--- src/rtl/bram_burst_reader.sv ---
// -----------------------------------------------------------------------------
// bram_burst_reader
//
// Read-side burst initiator for the single-port mkBramVerilog memory. A burst
// command (start address, length) is turned into one BRAM read per cycle. Each
// response is captured one cycle later into an internal circular FIFO, which
// the consumer drains with a dequeue strobe. Reads are only issued when the
// FIFO is guaranteed to have room for the response (credit-based issue), so no
// BRAM word is ever dropped, however long the consumer stalls.
//
// Parameters:
//   width   BRAM data width
//   n       BRAM address width
//   lw      burst length field width
//   fdepth  response FIFO depth (power of two, >= 2)
//
// Ports:
//   CLK                   clock, rising edge
//   RST_N                 asynchronous active-low reset
//   START_EN_WRITE        command strobe, accepted only while idle
//   START_ADDR_WRITE      first address of the burst
//   START_LEN_WRITE       number of words in the burst (0 = empty burst)
//   BUSY_READ             burst in progress
//   DONE_READ             one-cycle pulse after the burst's last enqueue
//   BRAM_READ_EN_READ     read issue to BRAM
//   BRAM_READ_REQ_READ    read address to BRAM (holds when not issuing)
//   BRAM_READ_RESP_WRITE  read data from BRAM, valid the cycle after issue
//   DATA_VALID_READ       FIFO non-empty
//   DATA_READ             FIFO head word
//   DATA_DEQ_WRITE        pop FIFO head (ignored when empty)
//   STALL_CNT_READ        saturating count of credit-blocked ISSUE cycles
//                         (only when BRAM_BURST_READER_STALL_CNT_EN is defined)
//
// Optional feature macro: BRAM_BURST_READER_STALL_CNT_EN
// -----------------------------------------------------------------------------
module bram_burst_reader #(
  parameter int width  = 32,
  parameter int n      = 5,
  parameter int lw     = 8,
  parameter int fdepth = 4
) (
  input  logic             CLK,
  input  logic             RST_N,
  input  logic             START_EN_WRITE,
  input  logic [n-1:0]     START_ADDR_WRITE,
  input  logic [lw-1:0]    START_LEN_WRITE,
  output logic             BUSY_READ,
  output logic             DONE_READ,
  output logic             BRAM_READ_EN_READ,
  output logic [n-1:0]     BRAM_READ_REQ_READ,
  input  logic [width-1:0] BRAM_READ_RESP_WRITE,
  output logic             DATA_VALID_READ,
  output logic [width-1:0] DATA_READ,
  input  logic             DATA_DEQ_WRITE
`ifdef BRAM_BURST_READER_STALL_CNT_EN
  ,
  output logic [31:0]      STALL_CNT_READ
`endif
);

  localparam int aw = $clog2(fdepth);

  typedef enum logic [1:0] {
    IDLE  = 2'd0,
    ISSUE = 2'd1,
    WAIT  = 2'd2
  } state_t;

  // ---------------------------------------------------------------------------
  // State
  // ---------------------------------------------------------------------------
  state_t          state_q, state_d;
  logic [n-1:0]    addr_q, addr_d;     // next address to issue
  logic [lw-1:0]   rem_q, rem_d;       // reads still to issue
  logic            done_d;
  logic [n-1:0]    req_q;              // last issued address, held on idle
  logic            inflight_q;         // read issued last cycle, data now on RESP

  logic [width-1:0] mem [fdepth];
  logic [aw-1:0]    rd_ptr_q, wr_ptr_q;
  logic [aw:0]      count_q;

  logic enq;
  logic deq_fire;
  logic credit;
  logic issue;

  // ---------------------------------------------------------------------------
  // Credit / issue
  // ---------------------------------------------------------------------------
  assign enq      = inflight_q;
  assign deq_fire = DATA_DEQ_WRITE && (count_q != '0);

  // The slot freed by a same-cycle dequeue counts as credit; without it a
  // depth-2 FIFO could not sustain one word per cycle.
  assign credit = (int'(count_q) + int'(inflight_q) - int'(deq_fire)) < fdepth;
  assign issue  = (state_q == ISSUE) && credit;

  // ---------------------------------------------------------------------------
  // Next-state logic
  // ---------------------------------------------------------------------------
  // NOTE: every output of this block gets a default first so no path leaves a
  // variable unassigned, which would otherwise infer a latch.
  always_comb begin
    state_d = state_q;
    addr_d  = addr_q;
    rem_d   = rem_q;
    done_d  = 1'b0;
    unique case (state_q)
      IDLE: begin
        if (START_EN_WRITE) begin
          if (START_LEN_WRITE != '0) begin
            addr_d  = START_ADDR_WRITE;
            rem_d   = START_LEN_WRITE;
            state_d = ISSUE;
          end else begin
            // Empty burst: acknowledge without touching the BRAM.
            done_d = 1'b1;
          end
        end
      end
      ISSUE: begin
        if (issue) begin
          addr_d = addr_q + 1'b1;   // wraps modulo 2^n
          rem_d  = rem_q - 1'b1;
          if (rem_q == lw'(1)) begin
            state_d = WAIT;
          end
        end
      end
      WAIT: begin
        // The last read was issued in the previous cycle, so its response is
        // enqueued at this edge.
        if (inflight_q) begin
          state_d = IDLE;
          done_d  = 1'b1;
        end
      end
      default: state_d = IDLE;
    endcase
  end

  // ---------------------------------------------------------------------------
  // Control registers
  // ---------------------------------------------------------------------------
  // NOTE: sequential state is updated with non-blocking assignments so every
  // register samples pre-edge values, independent of block ordering.
  always_ff @(posedge CLK or negedge RST_N) begin
    if (!RST_N) begin
      state_q    <= IDLE;
      addr_q     <= '0;
      rem_q      <= '0;
      req_q      <= '0;
      inflight_q <= 1'b0;
      DONE_READ  <= 1'b0;
    end else begin
      state_q    <= state_d;
      addr_q     <= addr_d;
      rem_q      <= rem_d;
      inflight_q <= issue;
      DONE_READ  <= done_d;
      if (issue) begin
        req_q <= addr_q;
      end
    end
  end

  // ---------------------------------------------------------------------------
  // Response FIFO
  // ---------------------------------------------------------------------------
  // NOTE: the storage array has no reset; occupancy and pointers define which
  // entries are meaningful, and DATA_READ is forced to zero while empty.
  always_ff @(posedge CLK) begin
    if (enq) begin
      mem[wr_ptr_q] <= BRAM_READ_RESP_WRITE;
    end
  end

  always_ff @(posedge CLK or negedge RST_N) begin
    if (!RST_N) begin
      rd_ptr_q <= '0;
      wr_ptr_q <= '0;
      count_q  <= '0;
    end else begin
      if (enq) begin
        wr_ptr_q <= wr_ptr_q + 1'b1;   // power-of-two depth wraps naturally
      end
      if (deq_fire) begin
        rd_ptr_q <= rd_ptr_q + 1'b1;
      end
      unique case ({enq, deq_fire})
        2'b10:   count_q <= count_q + 1'b1;
        2'b01:   count_q <= count_q - 1'b1;
        default: count_q <= count_q;
      endcase
    end
  end

`ifdef BRAM_BURST_READER_STALL_CNT_EN
  // ---------------------------------------------------------------------------
  // Stall counter: ISSUE cycles where credit blocked the read. Saturating.
  // ---------------------------------------------------------------------------
  always_ff @(posedge CLK or negedge RST_N) begin
    if (!RST_N) begin
      STALL_CNT_READ <= '0;
    end else if ((state_q == ISSUE) && !credit && (STALL_CNT_READ != '1)) begin
      STALL_CNT_READ <= STALL_CNT_READ + 1'b1;
    end
  end
`endif

  // ---------------------------------------------------------------------------
  // Outputs
  // ---------------------------------------------------------------------------
  assign BUSY_READ          = (state_q != IDLE);
  assign BRAM_READ_EN_READ  = issue;
  assign BRAM_READ_REQ_READ = issue ? addr_q : req_q;
  assign DATA_VALID_READ    = (count_q != '0);
  assign DATA_READ          = DATA_VALID_READ ? mem[rd_ptr_q] : '0;

endmodule

--- config.mk ---
export PLATFORM = sky130hd
export DESIGN_NAME = bram_burst_reader
export DESIGN_NICKNAME = d
export VERILOG_FILES = /design/src/rtl/bram_burst_reader.sv
export SDC_FILE = /design/constraint.sdc
export NUM_CORES = 1
export LEC_CHECK = 0
export ABC_AREA = 0
export ABC_CLOCK_PERIOD_IN_PS = 3300
export CORE_UTILIZATION = 49
export CTS_CLUSTER_DIAMETER = 100
export DETAILED_ROUTE_END_ITERATION = 8
export MAX_ROUTING_LAYER = met4
export PLACE_DENSITY = 0.81
export SETUP_SLACK_MARGIN = 0.5
export SYNTH_ARGS = -nofsm -noshare
export SYNTH_HDL_FRONTEND = slang
export SYNTH_SLANG_ARGS = --single-unit
--- constraint.sdc ---
create_clock -name CLK -period 3.3 [get_ports CLK]
set_input_delay 0.825 -clock CLK [delete_from_list [all_inputs] [get_ports CLK]]
set_output_delay 0.825 -clock CLK [all_outputs]
set_load 0.01 [all_outputs]
# [Word level (Yosys, flattened, before mapping)]
# Memory sizes are Yosys's and may differ from the RTL's.
# Index checks and enable logic that the tools add are counted.
[word_totals] input_bits=49 mem_count=1 wordCells=61 out_inout_bits=41 ff_bits=29 ram_bits=128
[mem_list] memory="mem" words=4 width=32 rd=1 rd_clocked_by_memory_dff=0 write_ports=1 line_no="79" source="logic [width-1:0] mem [fdepth];"
[op_classes] n_reduce_logical=10 muxes=22 eq_ne=10 n_lt_le_gt_ge=1 addsub=8
[ops] op="$mux W32" count=1
[ops] op="$mux W8" count=3
[ops] op="$mux W5" count=4
[ops] op="$pmux W8 S2" count=1
[ops] op="$mux W2" count=5
[ops] op="$pmux W5 S2" count=1
[ops] op="$eq A8 B1 Y1 const B" count=1
[ops] op="$ne A2 B2 Y1 const B" count=4
[ops] op="$reduce_bool A8 Y1" count=1
[ops] op="$sub A8 B1 Y8 const B" count=1
[ops] op="$pmux W2 S3" count=1
[ops] op="$pmux W3 S2" count=1
[ops] op="$reduce_bool A2 Y1" count=3
[ops] op="$add A5 B1 Y5 const B" count=1
[ops] op="$lt A5 B4 Y1 const B" count=1
[ops] op="$reduce_and A5 Y1" count=1
[ops] op="$sub A4 B1 Y5" count=1
[ops] op="$add A2 B1 Y2 const B" count=2
[ops] op="$add A3 B1 Y4" count=1
[ops] op="$eq A2 B1 Y1 const B" count=2
[ops] op="$eq A2 B2 Y1 const B" count=2
[ops] op="$mux W1" count=4
[ops] op="$reduce_and A4 Y1" count=1
[ops] op="$add A3 B1 Y3 const B" count=1
[ops] op="6 further kinds" count=7

# [Logic depth before layout (Yosys ltp)]
# Gate-level depths: netlist (run 1).
[logic_depth] depth_word=7 mapped_depth=10 mapped_depth_nobuf=9

# [Worst setup path before layout (run 1)]
# OpenSTA, ideal clock, no wires.
[synth_timing] path_kind="input to output" from="input port DATA_DEQ_WRITE" to="output port BRAM_READ_REQ_READ[0]" path_buffers=0 arrival_time_ns=2.754 cell_stages=8 required_time_ns=2.475 setup_slack_ns=-0.279 path_cell_list="nand2_1 -> or2_2 -> ha_1 -> nor4bb_1 -> a21o_1 -> nor3_4 -> nor2_2 -> mux2_2"
[synth_via] elab_chain_len=5
[synth_lines] element="from (decl)" line_no="54" source="input logic DATA_DEQ_WRITE"
[synth_lines] element="$logic_and A1 B1 Y1" line_no="92" source="assign deq_fire = DATA_DEQ_WRITE && (count_q != '0);"
[synth_lines] element="$sub A4 B1 Y5" line_no="96" source="assign credit = (int'(count_q) + int'(inflight_q) - int'(deq_fire)) < fdepth;"
[synth_lines] element="$lt A5 B4 Y1" line_no="96"
[synth_lines] element="$logic_and A1 B1 Y1" line_no="97" source="assign issue = (state_q == ISSUE) && credit;"
[synth_lines] element="via BRAM_READ_EN_READ" line_no="49" source="output logic BRAM_READ_EN_READ,"
[synth_lines] element="$mux W5"
[synth_lines] element="to (decl)" line_no="50" source="output logic [n-1:0] BRAM_READ_REQ_READ,"
# The timed path passes the listed nets, and every way through them passes these cells.

# [Worst setup path in the final report (run 1)]
[layout_timing] from="register count_q[2]" to="output port BRAM_READ_REQ_READ[0]"
[layout_via] elab_chain_len=6 elab_cells_between_ends=7 classes_between="add/sub (2); order compare (1); mux (1); reduce/logical (3)"
[layout_lines] element="from (decl)" line_no="81" source="logic [aw:0] count_q;"
[layout_lines] element="from (signal assigned)" line_no="192" source="2'b10: count_q <= count_q + 1'b1;"
[layout_lines] element="from (signal assigned)" line_no="193" source="2'b01: count_q <= count_q - 1'b1;"
[layout_lines] element="from (signal assigned)" line_no="194" source="default: count_q <= count_q;"
[layout_lines] element="parallel branches: the longest is 2 deep, another holds $add A3 B1 Y4"
[layout_lines] element="$sub A4 B1 Y5 *" line_no="96"
[layout_lines] element="$lt A5 B4 Y1 *" line_no="96"
[layout_lines] element="$logic_and A1 B1 Y1 *" line_no="97"
[layout_lines] element="$mux W5 *"
# Mark *: on every way between the ends.

==> results by group, run 1 <==
Status
  • Outcome: finished, violations left
  • Failing checks: setup timing

Finish
  • Layout cell share with drive strength beyond 1: 37.59%
  • Post-route cell area: 9105 sq um
  • Final design utilization: 69.03%
  • Final net count: 605
  • Area Overhead vs Synth: 38.06%

Floorplan
  • Die Height: 118.0 um
  • Die area: 13930 sq um
  • Initial Util: 50.00%
  • Core box area: 13190 sq um
  • Row cnt: 42
  • Number of I/O pins: 90
  • Die Span X: 118.0 um

Worst setup path
  • R2r worst-path depth: 11
  • Crit Path Max Fanout: 5
  • Reg2reg start: count_q[2]
  • CP startpoint kind: register
  • Setup crit end: BRAM_READ_REQ_READ[0]
  • R2r setup slk: 0.65 ns
  • Crit Path Class: register to output port
  • Critical path required time: 2.47 ns
  • Worst setup startpoint: count_q[2]
  • Critical Path AT: 2.81 ns
  • Element type at the critical path end: output port
  • Worst R2R End: addr_q[2]

Power
  • VDD IR-drop max: 0.0006280 V
  • Leakage: 3.404 nW
  • P per Cell Area: 1078 nW/um^2
  • Pwr Total: 9.812 mW

Synth
  • Number of synthesized flops with an enable pin: 128
  • Yosys warning total: 0
  • Mapped Cells: 387
  • Syn Area/Cell: 17.04 sq um
  • Area of the mapped netlist: 6595 sq um
  • Dominant synthesized flop cell: edfxtp_1
  • Yosys reg bits: 157
  • Synth area leaders: edfxtp_1, dfrtp_1, mux4_2
  • Sequential share of the synthesized area: 69.28%
  • Post-synth top area share: 58.28%
  • Syn_nets: 447
  • Async set-reset flop share out of synthesis: 18.47%
  • Netlist cell types: 53
  • Synth area leader: edfxtp_1

STA
  • Final hold violations: 0
  • Slew headroom: 39.29%
  • Final Worst Setup Slack: -0.3332 ns
  • Post-Route Skew: 0.007167 ns
  • Final setup viols: 6
  • Fmax: 0.2752 GHz
  • Unrepaired setup endpoints after global routing: true
  • Final Max Tran Viols: 0
  • Worst Tran Pin Value: 0.9107 ns
  • Fin crit period: 3.633 ns
  • Period utilization: 110.1%
  • Hold Worst Slack: 0.5229 ns

Global routing
  • First-pass GRT wire length: 22470 um
  • Initial antenna violation count: 1
  • Vias in the first global route: 4138
  • All-Layer GR Usage: 22.31%
  • Grt ovf: 0
  • Largest net degree at the start of global routing: 35

CTS
  • Htree depth: 4
  • Clk sink count: 157
  • Worst-Skew Late Latency: 0.42 ns
  • Max Buffers Root-to-Sink: 2
  • Number of CTS-inserted buffers: 17
  • CTS tree: built
  • Clock slew at reported path FFs: 0.06 ns
  • Root Buffer: clkbuf_16

Placed design
  • Port bufs: 89
  • Gpl congestion: 0.8791
  • Place WS: -1.121 ns
  • Area after DPL: 7973 sq um
  • HPWL Detailed: 8132 um

Detailed routing
  • ANT nets after route: 0
  • Post-Route WL: 14480 um
  • Initial DRC count: 312
  • Post-DR vias/cell: 5.525
  • DRC errors left: 0
  • Initial DRT Pass Iterations: 5
  • Wirelength per Cell: 19.76 um
  • Routed via count: 4050

Worst hold path
  • Hold crit path type: register to register

Job
  • Max cap viols: 0
==> cells by family (layout without fill, tap and decap cells) <==
group	after synthesis	count (layout)	share of synthesized area, %
flip-flops	157	157	69.28
AO/OA/AOI/OAI	52	52	5.521
XOR/XNOR	7	7	0.9296
buffers and inverters	31	200	1.840
other	0	1	0
adder cells (fa/ha/maj)	11	11	2.201
multiplexers	42	42	12.58
AND/OR/NAND/NOR	87	87	7.646
==> worst max-delay path, cell delays in order, from the launching register on <==
cell	delay, ns
dfrtp_1	0.38
or3_4	0.43
nand2_8	0.07
or2_4	0.12
ha_4	0.14
nor4bb_4	0.23
a21o_1	0.23
nor3_4	0.06
nor2_4	0.16
buf_6	0.13
mux2_4	0.31
buf_6	0.13
==> flip-flops by register name, indices dropped and copies added (netlist names) <==
name / count
addr_q: 5
count_q: 3
wr_ptr_q: 2
rem_q: 8
req_q: 5
DONE_READ: 1
mem: 128
enq: 1
state_q: 2
rd_ptr_q: 2
==> stage by stage <==
stage / TNS [ns] / std cells
floorplan: -0.1672 / 387
global placement: -6.164 / 664
detailed placement: -6.463 / 664
CTS: -1.970 / 716
global route: -2.483 / 733
finish: -1.720 / 733
==> synth_stat cells (6+ instances only) <==
cell type and instances:
clkbuf_1 15, inv_1 12, ha_1 10, a21oi_1 13, nand2_1 13, mux2_2 7, and2_1 37, nor2_1 7
dfrtp_1 29, nor4_1 6, mux4_2 32, edfxtp_1 128
==> per-layer routing <==
metal,vias up,GRT usage (%),share of wire [%]
li1,1846,-,-
met1,2057,27.18,40
met2,126,36.51,53
met3,21,4.942,5.1
met4,0,8.574,1.7
met5,-,-,0
==> placed cells by master (no fill, tap or decap), types with 13 or more instances in the layout <==
master / Yosys / final
a21oi_1: 13 / 13
and2_1: 37 / 13
and2_4: 0 / 20
buf_4: 0 / 37
buf_6: 0 / 48
clkbuf_16: 0 / 17
clkdlybuf4s50_1: 0 / 53
dfrtp_1: 29 / 27
edfxtp_1: 128 / 128
mux4_2: 32 / 32
==> how the worst min path moves through the flow <==
stage | from | to | cells past startpoint
after floorplan | req_q[0] | req_q[0] | 1
after global placement | req_q[1] | req_q[1] | 1
after detailed placement | req_q[1] | req_q[1] | 1
after CTS | req_q[3] | req_q[3] | 1
after global routing | req_q[4] | req_q[4] | 1
final | req_q[3] | req_q[3] | 1
==> report_power, final <==
part           internal, mW  switching [mW]  leakage (nW)
sequential             2.67           0.246          1.50
combinational          2.86            2.03          1.62
clock                  1.26           0.745         0.288
total                  6.79            3.02          3.40
==> area by class of cell <==
| cell class | instances | area, sq um |
|---|---|---|
| Antenna cell | 1 | 2.502 |
| Clock inverter | 10 | 166.4 |
| Inverter | 12 | 45.04 |
| Timing Repair Buffer | 158 | 1604 |
| Multi-Input combinational cell | 199 | 2056 |
| Clock buffer | 20 | 436.7 |
| Tap cell | 176 | 220.2 |
| Sequential cell | 157 | 4574 |
| Fill cell | 803 | 4085 |
==> what timing repair did <==
item	4_1_cts	5_1_grt
resized for setup	187	43
cloned	2	0
pin swaps	7	3
setup endpoints to repair	52	38
setup buffers	20	16
endpoints found under the hold margin	0	0
hold buffers	0	0
(Power assumes the default switching activity.)
==> inputs of run 2 (changes only) <==
Settings changed: CTS_CLUSTER_DIAMETER 100 to 120.
==> results of run 2 <==
Same layout as run 1: the final DEF is identical, and so are final timing and power.
==> inputs of run 3 (changes only) <==
Settings changed: CTS_CLUSTER_DIAMETER 120 to default.
==> results of run 3 <==
Same layout as run 1: the final DEF is identical, and so are final timing and power.
